<file path="src/rtl/fbs_pkg.sv">
// Shared definitions for the frame buffer scheduler.
// Buffer count follows the FBS_TRIPLE_BUFFER_EN macro:
//   defined   -> three buffers (indices 0..2)
//   undefined -> two buffers  (indices 0..1)
package fbs_pkg;

`ifdef FBS_TRIPLE_BUFFER_EN
   localparam int unsigned NUM_BUF = 3;
`else
   localparam int unsigned NUM_BUF = 2;
`endif

   localparam int unsigned IDX_W  = 2;
   localparam int unsigned ADDR_W = 21;

   typedef enum logic [1:0] {
      S_WAIT_CALIB = 2'd0,
      S_IDLE       = 2'd1,
      S_WRITING    = 2'd2
   } fbs_state_e;

endpackage

</file>
<file path="src/rtl/fbs_sat_counter.sv">
// Saturating event counter: counts inc pulses and holds at all-ones.
// Ports:
//   PixelClk, nRST : clock, asynchronous active-low reset
//   inc            : count one event this cycle
//   count          : registered count value
module fbs_sat_counter
   import fbs_pkg::*;
#(
   parameter int unsigned WIDTH = 8
) (
   input  logic             PixelClk,
   input  logic             nRST,
   input  logic             inc,
   output logic [WIDTH-1:0] count
);

   always_ff @(posedge PixelClk or negedge nRST) begin
      if (!nRST) begin
         count <= '0;
      end else if (inc && (count != {WIDTH{1'b1}})) begin
         count <= count + WIDTH'(1);
      end
   end

endmodule

</file>
<file path="src/rtl/frame_buffer_scheduler.sv">
// Frame buffer scheduler: assigns PSRAM frame buffers to a camera writer and
// an LCD reader so the reader always shows the newest completed frame.
// Build option: FBS_TRIPLE_BUFFER_EN selects three buffers; without it two
// buffers are used and a pending frame is overwritten by the next write.
// Ports:
//   PixelClk, nRST                 : clock, asynchronous active-low reset
//   init_done                      : PSRAM calibration complete (level)
//   wr_frame_start / wr_frame_done : writer frame begin / end pulses
//   rd_frame_start                 : reader frame begin pulse
//   wr_buf_idx / rd_buf_idx        : buffer index owned by writer / reader
//   wr_base_addr / rd_base_addr    : word base address of those buffers
//   wr_active                      : writer currently owns a buffer
//   rd_frame_valid                 : reader has received at least one frame
//   rd_new_frame                   : pulse, reader switched to a new frame
//   drop_cnt / repeat_cnt          : saturating dropped / repeated frame counts
module frame_buffer_scheduler
   import fbs_pkg::*;
#(
   parameter int unsigned FRAME_WORDS = 153600,
   parameter int unsigned CNT_W       = 8
) (
   input  logic              PixelClk,
   input  logic              nRST,
   input  logic              init_done,
   input  logic              wr_frame_start,
   input  logic              wr_frame_done,
   input  logic              rd_frame_start,
   output logic [IDX_W-1:0]  wr_buf_idx,
   output logic [IDX_W-1:0]  rd_buf_idx,
   output logic [ADDR_W-1:0] wr_base_addr,
   output logic [ADDR_W-1:0] rd_base_addr,
   output logic              wr_active,
   output logic              rd_frame_valid,
   output logic              rd_new_frame,
   output logic [CNT_W-1:0]  drop_cnt,
   output logic [CNT_W-1:0]  repeat_cnt
);

   // All buffers must fit in the PSRAM word address space.
   localparam longint unsigned TOTAL_WORDS = 64'(NUM_BUF) * 64'(FRAME_WORDS);
   localparam longint unsigned ADDR_SPAN   = 64'(1) << ADDR_W;

   generate
      if (TOTAL_WORDS > ADDR_SPAN) begin : g_addr_overflow
         $error("frame_buffer_scheduler: buffers exceed the 21-bit address space");
      end
   endgenerate

   localparam logic [ADDR_W-1:0] BASE_0 = '0;
   localparam logic [ADDR_W-1:0] BASE_1 = ADDR_W'(FRAME_WORDS);
   localparam logic [ADDR_W-1:0] BASE_2 = ADDR_W'(2 * FRAME_WORDS);

   // Constant base address per buffer index.
   function automatic logic [ADDR_W-1:0] base_of(input logic [IDX_W-1:0] idx);
      case (idx)
         2'd1:    base_of = BASE_1;
         2'd2:    base_of = BASE_2;
         default: base_of = BASE_0;
      endcase
   endfunction

   fbs_state_e       state;
   logic [IDX_W-1:0] l_idx;
   logic             l_valid;

   logic             run_c;
   logic             done_c;
   logic             take_c;
   logic             fresh_c;
   logic [IDX_W-1:0] l_1_c;
   logic             lv_1_c;
   logic [IDX_W-1:0] r_2_c;
   logic             lv_2_c;
   logic [IDX_W-1:0] w_3_c;
   logic             lv_3_c;
   logic             drop_inc_c;
   logic             rep_inc_c;

   // Same-cycle events resolve in the order: writer done, reader start, writer start.
   always_comb begin
      run_c      = (state != S_WAIT_CALIB);
      done_c     = (state == S_WRITING) && wr_frame_done;
      l_1_c      = done_c ? wr_buf_idx : l_idx;
      lv_1_c     = done_c || l_valid;
      take_c     = run_c && rd_frame_start && lv_1_c;
      r_2_c      = take_c ? l_1_c : rd_buf_idx;
      lv_2_c     = lv_1_c && !take_c;
      // A start while writing is an abort (same W); after a done it is a fresh frame.
      fresh_c    = wr_frame_start && ((state == S_IDLE) || done_c);
      w_3_c      = wr_buf_idx;
      lv_3_c     = lv_2_c;
      drop_inc_c = done_c && l_valid;
      rep_inc_c  = run_c && rd_frame_start && !lv_1_c && rd_frame_valid;
      if (fresh_c) begin
`ifdef FBS_TRIPLE_BUFFER_EN
         // Lowest index owned neither by the reader nor by the pending frame.
         w_3_c = '0;
         for (int i = NUM_BUF; i > 0; i--) begin
            if ((IDX_W'(i - 1) != r_2_c) && !(lv_2_c && (IDX_W'(i - 1) == l_1_c))) begin
               w_3_c = IDX_W'(i - 1);
            end
         end
`else
         // Only one spare buffer: the pending frame, if any, is overwritten.
         w_3_c = {1'b0, ~r_2_c[0]};
         if (lv_2_c) begin
            lv_3_c     = 1'b0;
            drop_inc_c = 1'b1;
         end
`endif
      end
   end

   // Ownership FSM and registered outputs.
   always_ff @(posedge PixelClk or negedge nRST) begin
      if (!nRST) begin
         state          <= S_WAIT_CALIB;
         wr_buf_idx     <= IDX_W'(1);
         rd_buf_idx     <= '0;
         l_idx          <= '0;
         l_valid        <= 1'b0;
         wr_active      <= 1'b0;
         rd_frame_valid <= 1'b0;
         rd_new_frame   <= 1'b0;
         wr_base_addr   <= BASE_1;
         rd_base_addr   <= BASE_0;
      end else begin
         rd_new_frame <= take_c;
         case (state)
            S_WAIT_CALIB: if (init_done) state <= S_IDLE;
            S_IDLE:       if (fresh_c) state <= S_WRITING;
            S_WRITING:    if (done_c && !fresh_c) state <= S_IDLE;
            default:      state <= S_WAIT_CALIB;
         endcase
         if (run_c) begin
            wr_buf_idx   <= w_3_c;
            wr_base_addr <= base_of(w_3_c);
            rd_buf_idx   <= r_2_c;
            rd_base_addr <= base_of(r_2_c);
            l_idx        <= l_1_c;
            l_valid      <= lv_3_c;
            if (fresh_c) begin
               wr_active <= 1'b1;
            end else if (done_c) begin
               wr_active <= 1'b0;
            end
            if (take_c) begin
               rd_frame_valid <= 1'b1;
            end
         end
      end
   end

   fbs_sat_counter #(.WIDTH(CNT_W)) u_drop_cnt (
      .PixelClk (PixelClk),
      .nRST     (nRST),
      .inc      (drop_inc_c),
      .count    (drop_cnt)
   );

   fbs_sat_counter #(.WIDTH(CNT_W)) u_repeat_cnt (
      .PixelClk (PixelClk),
      .nRST     (nRST),
      .inc      (rep_inc_c),
      .count    (repeat_cnt)
   );

endmodule

</file>
<file path="config.mk">
export PLATFORM = sky130hd
export DESIGN_NAME = frame_buffer_scheduler
export DESIGN_NICKNAME = d
export VERILOG_FILES = /design/src/rtl/fbs_pkg.sv /design/src/rtl/fbs_sat_counter.sv /design/src/rtl/frame_buffer_scheduler.sv
export SDC_FILE = /design/constraint.sdc
export NUM_CORES = 1
export LEC_CHECK = 0
export ABC_CLOCK_PERIOD_IN_PS = 6300
export CORE_ASPECT_RATIO = 0.75
export CORE_UTILIZATION = 50
export CTS_BUF_LIST = sky130_fd_sc_hd__clkbuf_4
export DETAILED_ROUTE_END_ITERATION = 8
export PLACE_DENSITY = 0.88
export SLEW_MARGIN = 25
export SYNTH_ARGS = -nofsm -noshare
export SYNTH_HDL_FRONTEND = slang
export SYNTH_SLANG_ARGS = --single-unit
</file>
<file path="constraint.sdc">
create_clock -name PixelClk -period 6.3 [get_ports PixelClk]
set_clock_uncertainty 0.1 [all_clocks]
set_input_delay 1.26 -clock PixelClk [delete_from_list [all_inputs] [get_ports PixelClk]]
set_output_delay 1.26 -clock PixelClk [all_outputs]
set_load 0.01 [all_outputs]
</file>
Word-level counts from Yosys, hierarchy flattened. Cells that the tools add are included.

Bitwise operators: 1. Reduce and logical (&&, ||, !) cells: 22. Muxes and demuxes: 14. Add/sub/neg operators: 2. Equal/unequal tests: 11.

Operators with widths (count): case mux 19 bit (2 select lines) (2); adder 8 x 1 -> 8 bit (second input constant) (2); inequality test 8 bit (second input constant) (2); two-way mux 2 bit (6); logical AND 1 bit (11); == test 2 x 1 -> 1 bit (second input constant) (3); == test 2 bit (second input constant) (3); case mux 2 bit (3 select lines) (1); two-way mux 1 bit (5); inequality test 2 bit (second input constant) (2); AND reduction 2 bit (2); nonzero test 2 bit (2); logical NOT 1 bit (3); AND reduction 3 bit (1); logical NOT 2 bit (1); logical OR 1 bit (2); inequality test 2 x 1 -> 1 bit (second input constant) (1); NOT 1 bit (1).

Register bits after elaboration: 70. Input port bits: 6. Word-level logic and storage cells: 62. Output and inout port bits: 65.

Depth between registers and ports, before layout.
Depth in word-level cells: 9. Depth in mapped cells: 7. Depth with buffers taken out: 7.

Modules after synthesis. Synthesis repeated with hierarchy kept, for this count alone.

Cells, all modules: 193. Area total of the unflattened synthesis: 2025.7 um2.

By module, submodules not included: frame_buffer_scheduler (instances 1, area each 1209.9 um2, seq. area each 454.2 um2, cells each 125); fbs_sat_counter (instances 2, area each 407.9 um2, seq. area each 200.2 um2, cells each 34).

Worst setup path before layout. OpenSTA, ideal clock, no wires.

Path kind: in2reg. Start: input port wr_frame_done. End: register wr_base_addr[15]. Path slack: 3395 ps. Data arrival time: 2680 ps. Cell stages on the path: 7. Data required time: 6075 ps. Setup time: 125 ps. Path buffers: 0. Cells stage by stage: and3b_1 mux2_4 mux2i_2 mux2_2 inv_1 ha_1 mux2_2.

Word-level cells in the longest chain between the ends: 8. Elaborated cells between the ends (all ways): 12. Classes of those cells: eq/ne (2); mux (4); bitwise (1); reduce/logical (5).

RTL lines: start: declaration (RTL line frame_buffer_scheduler.sv:26) `input logic wr_frame_done,`; logical AND 1 bit (*) (RTL line frame_buffer_scheduler.sv:82) `done_c = (state == S_WRITING) && wr_frame_done;`; logical OR 1 bit (RTL line frame_buffer_scheduler.sv:84) `lv_1_c = done_c || l_valid;`; logical AND 1 bit (RTL line frame_buffer_scheduler.sv:85) `take_c = run_c && rd_frame_start && lv_1_c;`; two-way mux 2 bit (RTL line frame_buffer_scheduler.sv:86) `r_2_c = take_c ? l_1_c : rd_buf_idx;`; NOT 1 bit (RTL line frame_buffer_scheduler.sv:105) `w_3_c = {1'b0, ~r_2_c[0]};`; two-way mux 2 bit (*) (RTL line frame_buffer_scheduler.sv:94) `if (fresh_c) begin`; named net w_3_c[0] (RTL line frame_buffer_scheduler.sv:74) `logic [IDX_W-1:0] w_3_c;`; == test 2 bit or == test 2 x 1 -> 1 bit (tied branches) (RTL line frame_buffer_scheduler.sv:55) `case (idx)`; case mux 19 bit (2 select lines) (*) (RTL line frame_buffer_scheduler.sv:55); end signal: assignment (RTL line frame_buffer_scheduler.sv:137) `wr_base_addr <= base_of(w_3_c);`; end: declaration (RTL line frame_buffer_scheduler.sv:30) `output logic [ADDR_W-1:0] wr_base_addr,`.

The timed path passes the listed nets; every way through them passes the cells marked *. A chain may end at the register's enable or synchronous reset.

Final worst setup path. Same ends and word-level chain as after synthesis.

==> out/summary.txt <==
Die height: 56.47 um
Vias in the first global route: 1160
FF+latch count, synth: 34
Pins over their slew limit: 0
Synth Area per Inst: 10.36 um2
Antenna Cells: 0
Maxcap violations: 0
CTS tree: built
HPWL after DPL: 2.456 mm
Layout Nets: 241
Chip width: 74.63 um
RSZ-0062 raised after global routing: no
Syn Inst Count: 191
DRC viols: 0
Post-CTS Setup Inserts: 0
CTS sink cnt: 34
CTS resizes: 0
Sequential area share after synthesis: 43.20%
Minimum clock period: 3.319 ns
Number of top-level pins: 71
WP data required: 6.41 ns
Routed length per instance: 11.75 um
Async set-reset flop share out of synthesis: 100.0%
CTS clk-pin slew, worst paths: 0.09 ns
Die area: 4214 um2
Area Growth Syn to Fin: 17.84%
Most frequent cells in the layout: clkdlybuf4s50_1, dfrtp_1, conb_1, nand2_1
Share of the synthesized area in the top cell type: 39.22%
Worst slew pin tran: 0.6731 ns
Met2 wire length: 1.481 mm
Setup ws final: 2.981 ns
Vias: 1346
First-pass GRT wire length: 5.361 mm
# setup viols final: 0
Grt ovf: 0
Kind of critical path: input pin to register
CP max FO: 6
ANT nets after route: 0
Yosys cell types: 41
First-iteration detailed-routing DRC count: 91
Row cnt: 19
CTS Buf Count: 5
Yosys warnings: 0
Clock insertion delay at the later pin of the skew report: 0.32 ns
Reg2Reg Setup Slack: 3.80 ns
Status: completed
Hold path startpoint: wr_active
H-tree depth: 2
Post-synth EDFFs: 0
WP data arrival: 3.43 ns
Design area: 2331 um2
Vias per Instance: 4.790
GPL Wtd Cong: 0.7707
Post-CTS Hold Buffers: 0
Reg2Reg Launch Point: state[1]
Max Freq: 301.3 MHz
Setup total negative slack: 0 ns
Final wirelength: 3.301 mm
Commonest non-fill, non-tap cell in the layout: clkdlybuf4s50_1
Initial DRT Pass Iterations: 4
Cell taking the most area after synthesis: dfrtp_1
Share of cells above drive strength 1: 14.85%
Clock buffer depth: 2
Worst slack at placement: 2.659 ns
Tot Pwr: 897.0 uW
Number of fill cells in the layout: 323
Worst setup EP type: register
CP startpoint: wr_frame_done
Core Area: 3732 um2
GRT Util Overall: 17.46%
Critical path launch point type: input pin
IO buf count: 42
Worst min-delay path category: register to register
Ratio of final minimum period to clock period: 52.68%
Initial antenna violation count: 0
Most used DFF post-synth: dfrtp_1
Ranking of synthesized cells by area: dfrtp_1, buf_4, mux2_2, dfstp_2, ha_1
WL met1: 1.611 mm
Leak Pwr: 1.080 nW
Worst vdd ir: 0.2733 mV
Fin. Hold Viols: 0
Starting Density: 53.00%
Worst rel slew slack: 54.96%
Core Util, Final: 62.45%
Root buffer cell: clkbuf_4
Placed inst area: 2278 um2
Top sig layer: met4
Power Density: 384.8 nW/um2
Cell Area, Synth: 1978 um2
Largest net degree at the start of global routing: 35
Met3 routed WL: 174 um
-- report_power, final --
group          switching [mW]  internal [mW]
sequential             0.0932          0.292
clock                  0.0665         0.0507
combinational           0.176          0.218
total                   0.336          0.561
-- synthesized netlist by cell type, drive strengths merged (2+ instances only) --
cell type,count
nand2b,4
nand4,2
o21ai,10
nand3,8
dfrtp,31
xnor2,3
nor2b,3
a211oi,2
dfstp,3
mux2i,2
and3,2
mux2,12
and4,2
nor2,6
nand2,19
a2bb2oi,2
inv,12
nor3,3
xor2,5
ha,6
buf,38
a21oi,6
-- sequential cells by signal (all words and copies together), names as in the netlist, 2 cells and up --
signal	count
u_repeat_cnt.count	8
state	2
wr_buf_idx	2
wr_base_addr	3
l_idx	2
u_drop_cnt.count	8
rd_base_addr	3
rd_buf_idx	2
-- critical path: stages --
cell and delay [ns]:
clkdlybuf4s50_1 0.58, and3b_1 0.28, mux2_4 0.33, mux2i_2 0.27, mux2_2 0.24, inv_1 0.04
ha_1 0.18, mux2_2 0.25
-- per-stage QoR --
stage               std cells  hold slack, ns
floorplan                 218          0.3552
global placement          274          0.3637
detailed placement        274          0.3718
CTS                       281          0.3944
global route              281          0.4329
finish                    281          0.3828
-- cell families after synthesis --
group / Yosys count / synth area share [%]
flip-flops: 34 / 43.20
AO/OA/AOI/OAI: 23 / 8.603
other: 1 / 0.1896
XOR/XNOR: 8 / 3.542
multiplexers: 14 / 8.222
AND/OR/NAND/NOR: 54 / 15.18
buffers and inverters: 51 / 17.27
adder cells (fa/ha/maj): 6 / 3.795
-- final timing paths --
kind,cells past startpoint,endpoint
min in group asynchronous,2,u_repeat_cnt.count[7]
max in group asynchronous,2,wr_buf_idx[0]
hold reg to reg,2,wr_active
setup / recovery,8,wr_base_addr[15]
hold / removal,2,wr_active
setup reg to reg,7,wr_base_addr[15]
-- final cells by class --
cell class                      instances  area (um2)  share of cell area (%)
Clock buffer                            7       52.55                   2.254
Inverter                               12       47.55                   2.040
Multi-Input combinational cell        133       883.3                   37.90
Sequential cell                        34       854.6                   36.66
Tap cell                               52       65.06                   2.791
Timing Repair Buffer                   43       427.9                   18.36
-- layer usage --
layer,vias to the layer above,track usage (%)
li1,658,-
met1,638,25.17
met2,46,24.32
met3,4,5.566
met4,0,6.469
met5,-,0
(Power assumes the default switching activity.)
